===== src/rtl/seq_alu_pkg.sv =====
// Shared opcodes, FSM encoding and flag helpers for the sequential ALU.
// Imported by seq_alu and seq_alu_muldiv.
package seq_alu_pkg;

   localparam logic [3:0] OP_ADD = 4'd0;
   localparam logic [3:0] OP_SUB = 4'd1;
   localparam logic [3:0] OP_AND = 4'd2;
   localparam logic [3:0] OP_OR  = 4'd3;
   localparam logic [3:0] OP_XOR = 4'd4;
   localparam logic [3:0] OP_SHL = 4'd5;
   localparam logic [3:0] OP_SHR = 4'd6;
   localparam logic [3:0] OP_NOT = 4'd7;
   localparam logic [3:0] OP_MUL = 4'd8;
   localparam logic [3:0] OP_DIV = 4'd9;

   typedef enum logic [1:0] {
      S_IDLE,
      S_BUSY,
      S_DONE
   } state_e;

   // Signed overflow from operand and result sign bits.
   function automatic logic ovf_f(
      input logic a,
      input logic b,
      input logic r,
      input logic sub
   );
      if (sub) return (a != b) && (r != a);
      return (a == b) && (r != a);
   endfunction

endpackage


===== src/rtl/seq_alu_muldiv.sv =====
// Iterative unsigned shift-add multiplier / restoring divider.
// Ports: start_i/div_i/a_i/b_i load; done_o marks the last step; hi_o/lo_o are next-state values.
module seq_alu_muldiv
   import seq_alu_pkg::*;
#(
   parameter int WIDTH = 16
) (
   input  logic             clk,
   input  logic             rst_n,
   input  logic             start_i,
   input  logic             div_i,
   input  logic [WIDTH-1:0] a_i,
   input  logic [WIDTH-1:0] b_i,
   output logic             done_o,
   output logic [WIDTH-1:0] hi_o,
   output logic [WIDTH-1:0] lo_o
);

   localparam int CW = $clog2(WIDTH + 1);

   logic [CW-1:0]    cnt_q;
   logic             busy_q;
   logic             div_q;
   logic [WIDTH-1:0] hi_q;
   logic [WIDTH-1:0] lo_q;
   logic [WIDTH-1:0] b_q;
   logic [WIDTH-1:0] hi_d;
   logic [WIDTH-1:0] lo_d;
   logic [WIDTH:0]   sum_w;
   logic [WIDTH:0]   shf_w;
   logic [WIDTH:0]   dif_w;

   // One iteration: mul shifts {hi,lo} right adding b on lo[0];
   // div shifts the next dividend bit into the remainder and trial-subtracts.
   always_comb begin
      sum_w = {1'b0, hi_q} + {1'b0, b_q};
      shf_w = {hi_q, lo_q[WIDTH-1]};
      dif_w = shf_w - {1'b0, b_q};
      hi_d  = hi_q;
      lo_d  = lo_q;
      if (div_q) begin
         if (dif_w[WIDTH]) begin
            hi_d = shf_w[WIDTH-1:0];
            lo_d = {lo_q[WIDTH-2:0], 1'b0};
         end else begin
            hi_d = dif_w[WIDTH-1:0];
            lo_d = {lo_q[WIDTH-2:0], 1'b1};
         end
      end else if (lo_q[0]) begin
         {hi_d, lo_d} = {sum_w, lo_q[WIDTH-1:1]};
      end else begin
         {hi_d, lo_d} = {1'b0, hi_q, lo_q[WIDTH-1:1]};
      end
   end

   always_ff @(posedge clk or negedge rst_n) begin
      if (!rst_n) begin
         cnt_q  <= '0;
         busy_q <= 1'b0;
         div_q  <= 1'b0;
         hi_q   <= '0;
         lo_q   <= '0;
         b_q    <= '0;
      end else if (start_i) begin
         cnt_q  <= CW'(WIDTH);
         busy_q <= 1'b1;
         div_q  <= div_i;
         hi_q   <= '0;
         lo_q   <= a_i;
         b_q    <= b_i;
      end else if (busy_q) begin
         cnt_q <= cnt_q - CW'(1);
         hi_q  <= hi_d;
         lo_q  <= lo_d;
         if (cnt_q == CW'(1)) busy_q <= 1'b0;
      end
   end

   // The step taken while the count is 1 is the last; its result is final.
   assign done_o = busy_q && (cnt_q == CW'(1));
   assign hi_o   = hi_d;
   assign lo_o   = lo_d;

endmodule


===== src/rtl/seq_alu.sv =====
// Multi-cycle ALU with valid/ready handshakes on input and output.
// Ports: in_valid/in_ready/A/B/ALU_Code in; out_valid/out_ready/ALU_Out/ALU_Hi/flags out.
module seq_alu
   import seq_alu_pkg::*;
#(
   parameter int WIDTH = 16,
   parameter int SHW   = $clog2(WIDTH)
) (
   input  logic             clk,
   input  logic             rst_n,
   input  logic             in_valid,
   output logic             in_ready,
   input  logic [WIDTH-1:0] A,
   input  logic [WIDTH-1:0] B,
   input  logic [3:0]       ALU_Code,
   output logic             out_valid,
   input  logic             out_ready,
   output logic [WIDTH-1:0] ALU_Out,
   output logic [WIDTH-1:0] ALU_Hi,
   output logic             Carry,
   output logic             Overflow,
   output logic             isZero,
   output logic             DivZero,
   output logic             Illegal
);

   state_e           state_q;
   logic [WIDTH-1:0] out_q, hi_q;
   logic             c_q, v_q, z_q, dz_q, il_q, mul_q;

   logic [WIDTH-1:0] res_d, hi_d;
   logic             c_d, v_d, dz_d, il_d;
   logic [WIDTH:0]   sum_w, dif_w, shl_w, shr_w;
   logic             is_md, md_start, md_done;
   logic [WIDTH-1:0] md_hi, md_lo;

   assign is_md = (ALU_Code == OP_MUL) ||
                  ((ALU_Code == OP_DIV) && (B != '0));
   assign md_start = (state_q == S_IDLE) && in_valid && is_md;

   always_comb begin
      sum_w = {1'b0, A} + {1'b0, B};
      dif_w = {1'b0, A} - {1'b0, B};
      // Extra bit catches the last bit shifted out; amount 0 leaves it 0.
      shl_w = {1'b0, A} << B[SHW-1:0];
      shr_w = {A, 1'b0} >> B[SHW-1:0];
      res_d = '0;
      hi_d  = '0;
      c_d   = 1'b0;
      v_d   = 1'b0;
      dz_d  = 1'b0;
      il_d  = 1'b0;
      unique case (ALU_Code)
         OP_ADD: begin
            res_d = sum_w[WIDTH-1:0];
            c_d   = sum_w[WIDTH];
            v_d   = ovf_f(A[WIDTH-1], B[WIDTH-1], sum_w[WIDTH-1], 1'b0);
         end
         OP_SUB: begin
            res_d = dif_w[WIDTH-1:0];
            c_d   = dif_w[WIDTH];
            v_d   = ovf_f(A[WIDTH-1], B[WIDTH-1], dif_w[WIDTH-1], 1'b1);
         end
         OP_AND: res_d = A & B;
         OP_OR:  res_d = A | B;
         OP_XOR: res_d = A ^ B;
         OP_SHL: begin
            res_d = shl_w[WIDTH-1:0];
            c_d   = shl_w[WIDTH];
         end
         OP_SHR: begin
            res_d = shr_w[WIDTH:1];
            c_d   = shr_w[0];
         end
         OP_NOT: res_d = ~A;
         OP_MUL: res_d = '0;
         OP_DIV: begin
            if (B == '0) begin
               res_d = '1;
               hi_d  = A;
               dz_d  = 1'b1;
            end
         end
         default: il_d = 1'b1;
      endcase
   end

   seq_alu_muldiv #(.WIDTH(WIDTH)) u_muldiv (
      .clk     (clk),
      .rst_n   (rst_n),
      .start_i (md_start),
      .div_i   (ALU_Code == OP_DIV),
      .a_i     (A),
      .b_i     (B),
      .done_o  (md_done),
      .hi_o    (md_hi),
      .lo_o    (md_lo)
   );

   always_ff @(posedge clk or negedge rst_n) begin
      if (!rst_n) begin
         state_q <= S_IDLE;
         out_q   <= '0;
         hi_q    <= '0;
         c_q     <= 1'b0;
         v_q     <= 1'b0;
         z_q     <= 1'b0;
         dz_q    <= 1'b0;
         il_q    <= 1'b0;
         mul_q   <= 1'b0;
      end else begin
         unique case (state_q)
            S_IDLE: begin
               if (in_valid) begin
                  mul_q <= (ALU_Code == OP_MUL);
                  if (is_md) begin
                     state_q <= S_BUSY;
                     out_q   <= '0;
                     hi_q    <= '0;
                     c_q     <= 1'b0;
                     v_q     <= 1'b0;
                     z_q     <= 1'b0;
                     dz_q    <= 1'b0;
                     il_q    <= 1'b0;
                  end else begin
                     state_q <= S_DONE;
                     out_q   <= res_d;
                     hi_q    <= hi_d;
                     c_q     <= c_d;
                     v_q     <= v_d;
                     z_q     <= (res_d == '0);
                     dz_q    <= dz_d;
                     il_q    <= il_d;
                  end
               end
            end
            S_BUSY: begin
               if (md_done) begin
                  state_q <= S_DONE;
                  out_q   <= md_lo;
                  hi_q    <= md_hi;
                  c_q     <= mul_q && (md_hi != '0);
                  z_q     <= (md_lo == '0);
               end
            end
            S_DONE: begin
               if (out_ready) state_q <= S_IDLE;
            end
            default: state_q <= S_IDLE;
         endcase
      end
   end

   assign in_ready  = (state_q == S_IDLE);
   assign out_valid = (state_q == S_DONE);
   assign ALU_Out   = out_q;
   assign ALU_Hi    = hi_q;
   assign Carry     = c_q;
   assign Overflow  = v_q;
   assign isZero    = z_q;
   assign DivZero   = dz_q;
   assign Illegal   = il_q;

endmodule


===== config.mk =====
export PLATFORM = sky130hd
export DESIGN_NAME = seq_alu
export DESIGN_NICKNAME = d
export VERILOG_FILES = /design/src/rtl/seq_alu_pkg.sv /design/src/rtl/seq_alu_muldiv.sv /design/src/rtl/seq_alu.sv
export SDC_FILE = /design/constraint.sdc
export NUM_CORES = 1
export LEC_CHECK = 0
export CAP_MARGIN = 0
export CELL_PAD_IN_SITES_DETAIL_PLACEMENT = 0
export CELL_PAD_IN_SITES_GLOBAL_PLACEMENT = 1
export CORE_MARGIN = 2
export CORE_UTILIZATION = 45
export CTS_CLUSTER_SIZE = 28
export DETAILED_ROUTE_END_ITERATION = 8
export HOLD_SLACK_MARGIN = 0.03
export PLACE_DENSITY = 0.9
export SYNTH_ARGS = -nofsm -noshare
export SYNTH_HDL_FRONTEND = slang
export SYNTH_SLANG_ARGS = --single-unit

===== constraint.sdc =====
create_clock -name clk -period 4.07 [get_ports clk]
set_input_delay 0.814 -clock clk [delete_from_list [all_inputs] [get_ports clk]]
set_output_delay 0.814 -clock clk [all_outputs]
set_load 0.01 [all_outputs]

==> reports/metrics.yaml <==
total_power_mw: 8.90
hold_violations: 0
power_density_nw_per_um2: 641
cp-start-kind: "input pin"
hold_class: "flip-flop to flip-flop"
cts_root_buf: "clkbuf_16"
fmax_mhz: 245
timing.final.ws_setup_ns: -0.00854
synthFlopType: "dfrtp_1"
cp.required_ns: 4.36
gp_congestion: 1.11
cap_violations: 0
num_vias: 11900
first_pass_iters: 6
r2r-start: "u_muldiv.lo_q[15]"
core_um2: 22800
first_iter_violations: 1214
place_area_um2: 13300
clk_pin_slew_worst_paths_ns: 0.08
grt_use_total: 0.329
pin_count: 79
dp_cells: 1919
fin_nets: 1750
tightest_slew_ns: 1.02
num_rows: 55
mappedNetlistNets: 1495
clock_sinks: 95
slew_violations: 0
crit_type: "input pin to flip-flop"
drive_above_1_share: 0.232
netlist_area_um2: 10500
fin_crit_ns: 4.08
synth.distinct_cells: 80
area_growth_pct: 32.1
r2r-end: "ALU_Hi[0]"
grt_pass1_wl_um: 62700
synth_edf_count: 0
max_slew_margin: 0.317
yosysSeqAreaShare: 0.226
initial_core_util: 0.462
syn_inst: 1368
path_max_fanout: 3
setup_viol_count_final: 1
postSynthAreaPerCell_um2: 7.69
drtAntennaViolNets: 0
r2r_slack_ns: 0.27
clockBufferDepth: 2
finClkSkew_ns: 0.0128
die_h_um: 157
arrival_ns: 4.37
min_path_cells: 2
cts.htree.levels: 3
grt_max_degree: 60
grt_pass1_vias: 11500
final_util: 0.610
ys_warn_count: 0
rsz0062_at_grt: "yes"
violations: "negative setup slack"
cts_buffers: 9
whs_ns: 0.482
wl_per_cell_um: 20.6
io_buffers: 78
via_per_inst: 6.14
status: "finished with violations"
drc_errors: 0
grt.overflow.total: 0
ir_drop_v: 0.000432
dp_hpwl_um: 31400
cts_tree: "built"
fin_cells: 1941
dieWidth_um: 157
fin_crit_sh: 1.00
synth-seq-cells: 95
antenna_found_initial: 0
hold_start: "ALU_Out[11]"
clk_latency_ns: 0.36
drt-total-wl_um: 40100
stdcell_area_um2: 13900
p_leak_nw: 6.27
end_kind: "flip-flop"
diodes: 0
ff2ff_path_depth: 15
async_flop_share: 1.00
hold_end: "ALU_Out[11]"
cts_hold_buf: 0
fp.dieArea_um2: 24600
==> power by group <==
| part | internal, mW | switching, mW | leakage (nW) |
|---|---|---|---|
| logic | 2.71 | 3.45 | 4.98 |
| clock network | 0.430 | 0.410 | 0.145 |
| registers | 1.40 | 0.499 | 1.14 |
| total | 4.54 | 4.36 | 6.27 |
==> state kept, by name (all words and copies together) (netlist names), 2 cells and up <==
name and cells:
ALU_Out 16, u_muldiv.hi_q 16, u_muldiv.cnt_q 5, state_q 2, ALU_Hi 16, u_muldiv.b_q 16
u_muldiv.lo_q 16
==> metrics by stage <==
step | setup WS, ns | setup TNS (ns)
after floorplan | -0.0953 | -0.0953
after detailed placement | -0.711 | -2.96
after global routing | -0.150 | -0.181
final | -0.00854 | -0.00854
after global placement | -0.698 | -2.46
after CTS | -0.0715 | -0.0715
==> cells by family (layout without fill, tap and decap cells) <==
logic type	after synthesis	count (layout)	share of synthesized area
buf+inv	174	434	0.0687
flops	95	95	0.226
compound gates	447	447	0.278
mux	88	88	0.100
xor+xnor	28	28	0.0233
fa+ha+maj	87	87	0.106
simple gates	449	449	0.198
==> layout make-up <==
| cell class | instances | area (µm²) |
|---|---|---|
| clock buffer | 9 | 225 |
| clock inverter | 7 | 67.6 |
| fill | 2021 | 8890 |
| inverter | 70 | 268 |
| multi-input combinational | 1099 | 7700 |
| sequential | 95 | 2380 |
| tap | 313 | 392 |
| timing repair buffer | 348 | 2860 |
==> cell usage in the layout, fill, tap and decap left out, types with 18 or more instances in the layout <==
master and n:
buf_4 264, nand2_1 174, o21ai_0 121, nor2_1 112, dfrtp_1 93, a21oi_1 82, ha_1 75, clkdlybuf4s50_1 69
mux2i_1 66, inv_1 63, nand3_1 34, a31oi_1 25, nor2b_1 20, o21a_1 19, xnor2_1 19, a211oi_1 18
==> worst max-delay path by stage <==
| stage | slack, ns | cells past startpoint | start | to |
|---|---|---|---|---|
| 2_1_floorplan | -0.1 | 16 | B[1] | isZero |
| 3_3_place_gp | -0.70 | 13 | A[0] | isZero |
| 3_5_place_dp | -0.71 | 13 | A[0] | isZero |
| 4_1_cts | -0.07 | 14 | A[6] | isZero |
| 5_1_grt | -0.15 | 13 | A[2] | isZero |
| 6_report | -0.009 | 15 | B[3] | isZero |
==> worst max-delay path, cell delays in order <==
cell             delay [ns]
clkdlybuf4s50_1        0.44
inv_2                  0.09
buf_4                  0.12
ha_1                   0.26
nor2b_2                0.27
nor2_4                 0.08
a31oi_4                0.20
o211ai_2               0.10
buf_4                  0.14
a211o_1                0.25
o41a_1                 0.13
or3b_4                 0.38
or4_4                  0.53
or4_1                  0.42
o21ai_1                0.12
==> timing repair <==
| item | 4_1_cts | 5_1_grt |
|---|---|---|
| endpoints found under the setup margin | 5 | 8 |
| pin swaps | 11 | 11 |
| resized for setup | 17 | 41 |
| setup buffers | 5 | 1 |
| endpoints found under the hold margin | 0 | 0 |
==> Yosys cell counts (21+ instances only) <==
cell type  number  area [µm²]
nand2_1       174         653
o21ai_0       123         616
nor2_1        115         432
dfrtp_1        95        2380
a21oi_1        86         430
ha_1           83        1040
clkbuf_1       69         259
inv_1          67         251
mux2i_1        66         661
nand3_1        34         170
a31oi_1        26         163
nor2b_1        25         156
a211oi_1       21         158
==> metal layers <==
| metal | track usage | vias to the layer above | wire length [µm] |
|---|---|---|---|
| li1 | - | 5485 | - |
| met1 | 0.418 | 5603 | 15900 |
| met2 | 0.516 | 665 | 17700 |
| met3 | 0.0568 | 161 | 3710 |
| met4 | 0.210 | 0 | 2770 |
| met5 | 0 | - | 0 |
No activity file was read; power rests on OpenSTA's default activity.
==> variant (config.mk and constraints unchanged) <==
The 3 states of `state_e` get a one-hot encoding in 3 bits.
--- a/src/rtl/seq_alu_pkg.sv
+++ b/src/rtl/seq_alu_pkg.sv
@@ -15,6 +15,6 @@
 
-   typedef enum logic [1:0] {
-      S_IDLE,
-      S_BUSY,
-      S_DONE
+   typedef enum logic [2:0] {
+      S_IDLE = 3'b001,
+      S_BUSY = 3'b010,
+      S_DONE = 3'b100
    } state_e;
Behaviour: no difference found for any inputs over 10 cycles, from zero or initial values and one cycle with rst_n low; not proved beyond that.
==> variant against the unedited design <==
- die area is 1.7% higher
- sequential cell count rose by 1
- critical path type is now reg -> reg
- worst setup slack better by 130 ps
- routed wire length increased by 7.6%
- count of clock-buffer cells in the layout up 3
- final area shrank 2.9%
- worst hold slack got worse by 30 ps
- sequential share of layout area rose by 0.71 points
- synthesized cell count rose by 2.3%
- power rose by 8.7%
- area after synthesis is 1.8% higher
- clock power grew 8.7%
==> variant: results <==
[drt]
via_per_inst = 6.18
drt_pre_antenna_iters = 9
vias = 11900
wl_per_cell_um = 22.5
drtIter0Drc = 1225

[cells_and_area]
fillers = 2255
fin_nets = 1719
drive_gt1_frac = 0.182

[synthesis]
synth_edf_count = 0
synth_cell_types = 83
syn_area_per_cell_um2 = 7.65
ys_seq_area_frac = 0.225
dominantRegCellSynth = dfrtp_1
yosysMostFrequentCell = nand2_1
ys_top_cells_by_count = nand2_1 (162), nor2_1 (135), o21ai_0 (128)
netlist_top_cells_area = dfrtp_1 (22%), ha_1 (9.7%), mux2i_1 (6.1%)
synth_nets = 1526
async_flop_share = 1.00
yosys_warnings = 0

[cts]
root_buffer = clkbuf_16
htreeDepth = 3
clk_path_buf_depth = 2
path_clk_slew_ps = 70
clk_latency_ps = 360
numCtsBuffers = 9

[place]
placedCellCount = 1895
io_buffers = 78
dp_hpwl_mm = 33.8
pre_cts_ws_ps = -437
place_congestion = 1.00

[min_path]
hold_class = in -> async

[critical_path]
cp_top_family = compound AO/OA/AOI/OAI gates
critPathArrivalTime_ps = 4180
crit_path_max_incr_delay_ps = 550
worst-path-max-fanout = 7
critPathSlowestCell = or4_1

[global_routing]
grt.total_usage = 0.345
grt_antenna_before_repair = 1
grt_max_degree = 51
grt_pass1_vias = 11300
grt_pass1_wl_mm = 65.1

[sta]
slew_headroom = 0.422
skew_ps = 10.1
post-route-min-period_ps = 3940

[run_status]
status = completed

[power]
ir_drop_uv = 393
p_leak_nw = 5.99
variant: cell types whose count changed in the layout (fill, tap and decap cells not counted), moves of 7 or more:
| cell | delta |
|---|---|
| o21ai_1 | -10 |
| buf_4 | -63 |
| ha_1 | +8 |
| nor3_1 | +10 |
| o21a_1 | -12 |
| inv_1 | +18 |
| a21oi_1 | +15 |
| nand3_1 | -7 |
| nor2_1 | +20 |
| nand2_1 | -13 |
| a211oi_1 | +12 |
variant: routing by layer:
metal,track usage,wire [µm]
met1,0.452,17400
met2,0.556,19400
met3,0.0627,4160
met4,0.151,2080
met5,0,0
variant: final cells by class:
| type | instances | area (µm²) | share of cell area |
|---|---|---|---|
| clock inverter | 4 | 51.3 | 0.00381 |
| inverter | 82 | 308 | 0.0228 |
| clock buffer | 12 | 267 | 0.0198 |
| antenna | 1 | 2.50 | 0.000186 |
| multi-input combinational | 1119 | 7660 | 0.568 |
| tap | 319 | 399 | 0.0296 |
| sequential | 96 | 2400 | 0.178 |
| timing repair buffer | 284 | 2380 | 0.177 |
variant: through the flow:
stage / power, mW / TNS, ps / cell area [µm²]
after floorplan: 6.06 / 0 / 10700
after global placement: 8.34 / -1150 / 13100
after detailed placement: 8.48 / -1900 / 13100
after CTS: 9.43 / 0 / 13400
after global routing: 10.4 / -14.4 / 13500
final: 9.68 / 0 / 13500
variant: timing repair:
item                                    CTS  global route
setup buffers                             3             2
cloned                                    0             0
endpoints found under the setup margin    3             4
hold buffers                              0             0
pin swaps                                 2             6
resized for setup                         2            15
variant: where the power goes:
group	total, mW	internal [mW]	leakage [nW]	switching (mW)
logic	6.90	3.01	4.68	3.89
registers	1.86	1.40	1.16	0.458
clock network	0.913	0.527	0.155	0.386
total	9.68	4.94	5.99	4.74
variant: worst paths after layout:
kind / end / slack [ps] / start / cells past startpoint
min: u_muldiv.cnt_q[1] / 450 / rst_n / 1
min in group clk: ALU_Out[4] / 480 / ALU_Out[4] / 2
max: Carry / 130 / u_muldiv.lo_q[15] / 15
max in group asynchronous: state_q[0] / 2620 / rst_n / 2
min reg2reg: ALU_Out[4] / 480 / ALU_Out[4] / 2
max reg2reg: Carry / 130 / u_muldiv.lo_q[15] / 15
variant: cells by family (layout without fill, tap and decap cells):
logic type	Yosys count	after routing	share of synthesized area
XOR/XNOR	35	35	0.0286
AND/OR/NAND/NOR	450	450	0.191
other	0	1	0
multiplexers	92	92	0.106
buffers and inverters	184	382	0.0671
AO/OA/AOI/OAI	455	455	0.278
adder cells (fa/ha/maj)	87	87	0.105
flip-flops	96	96	0.225
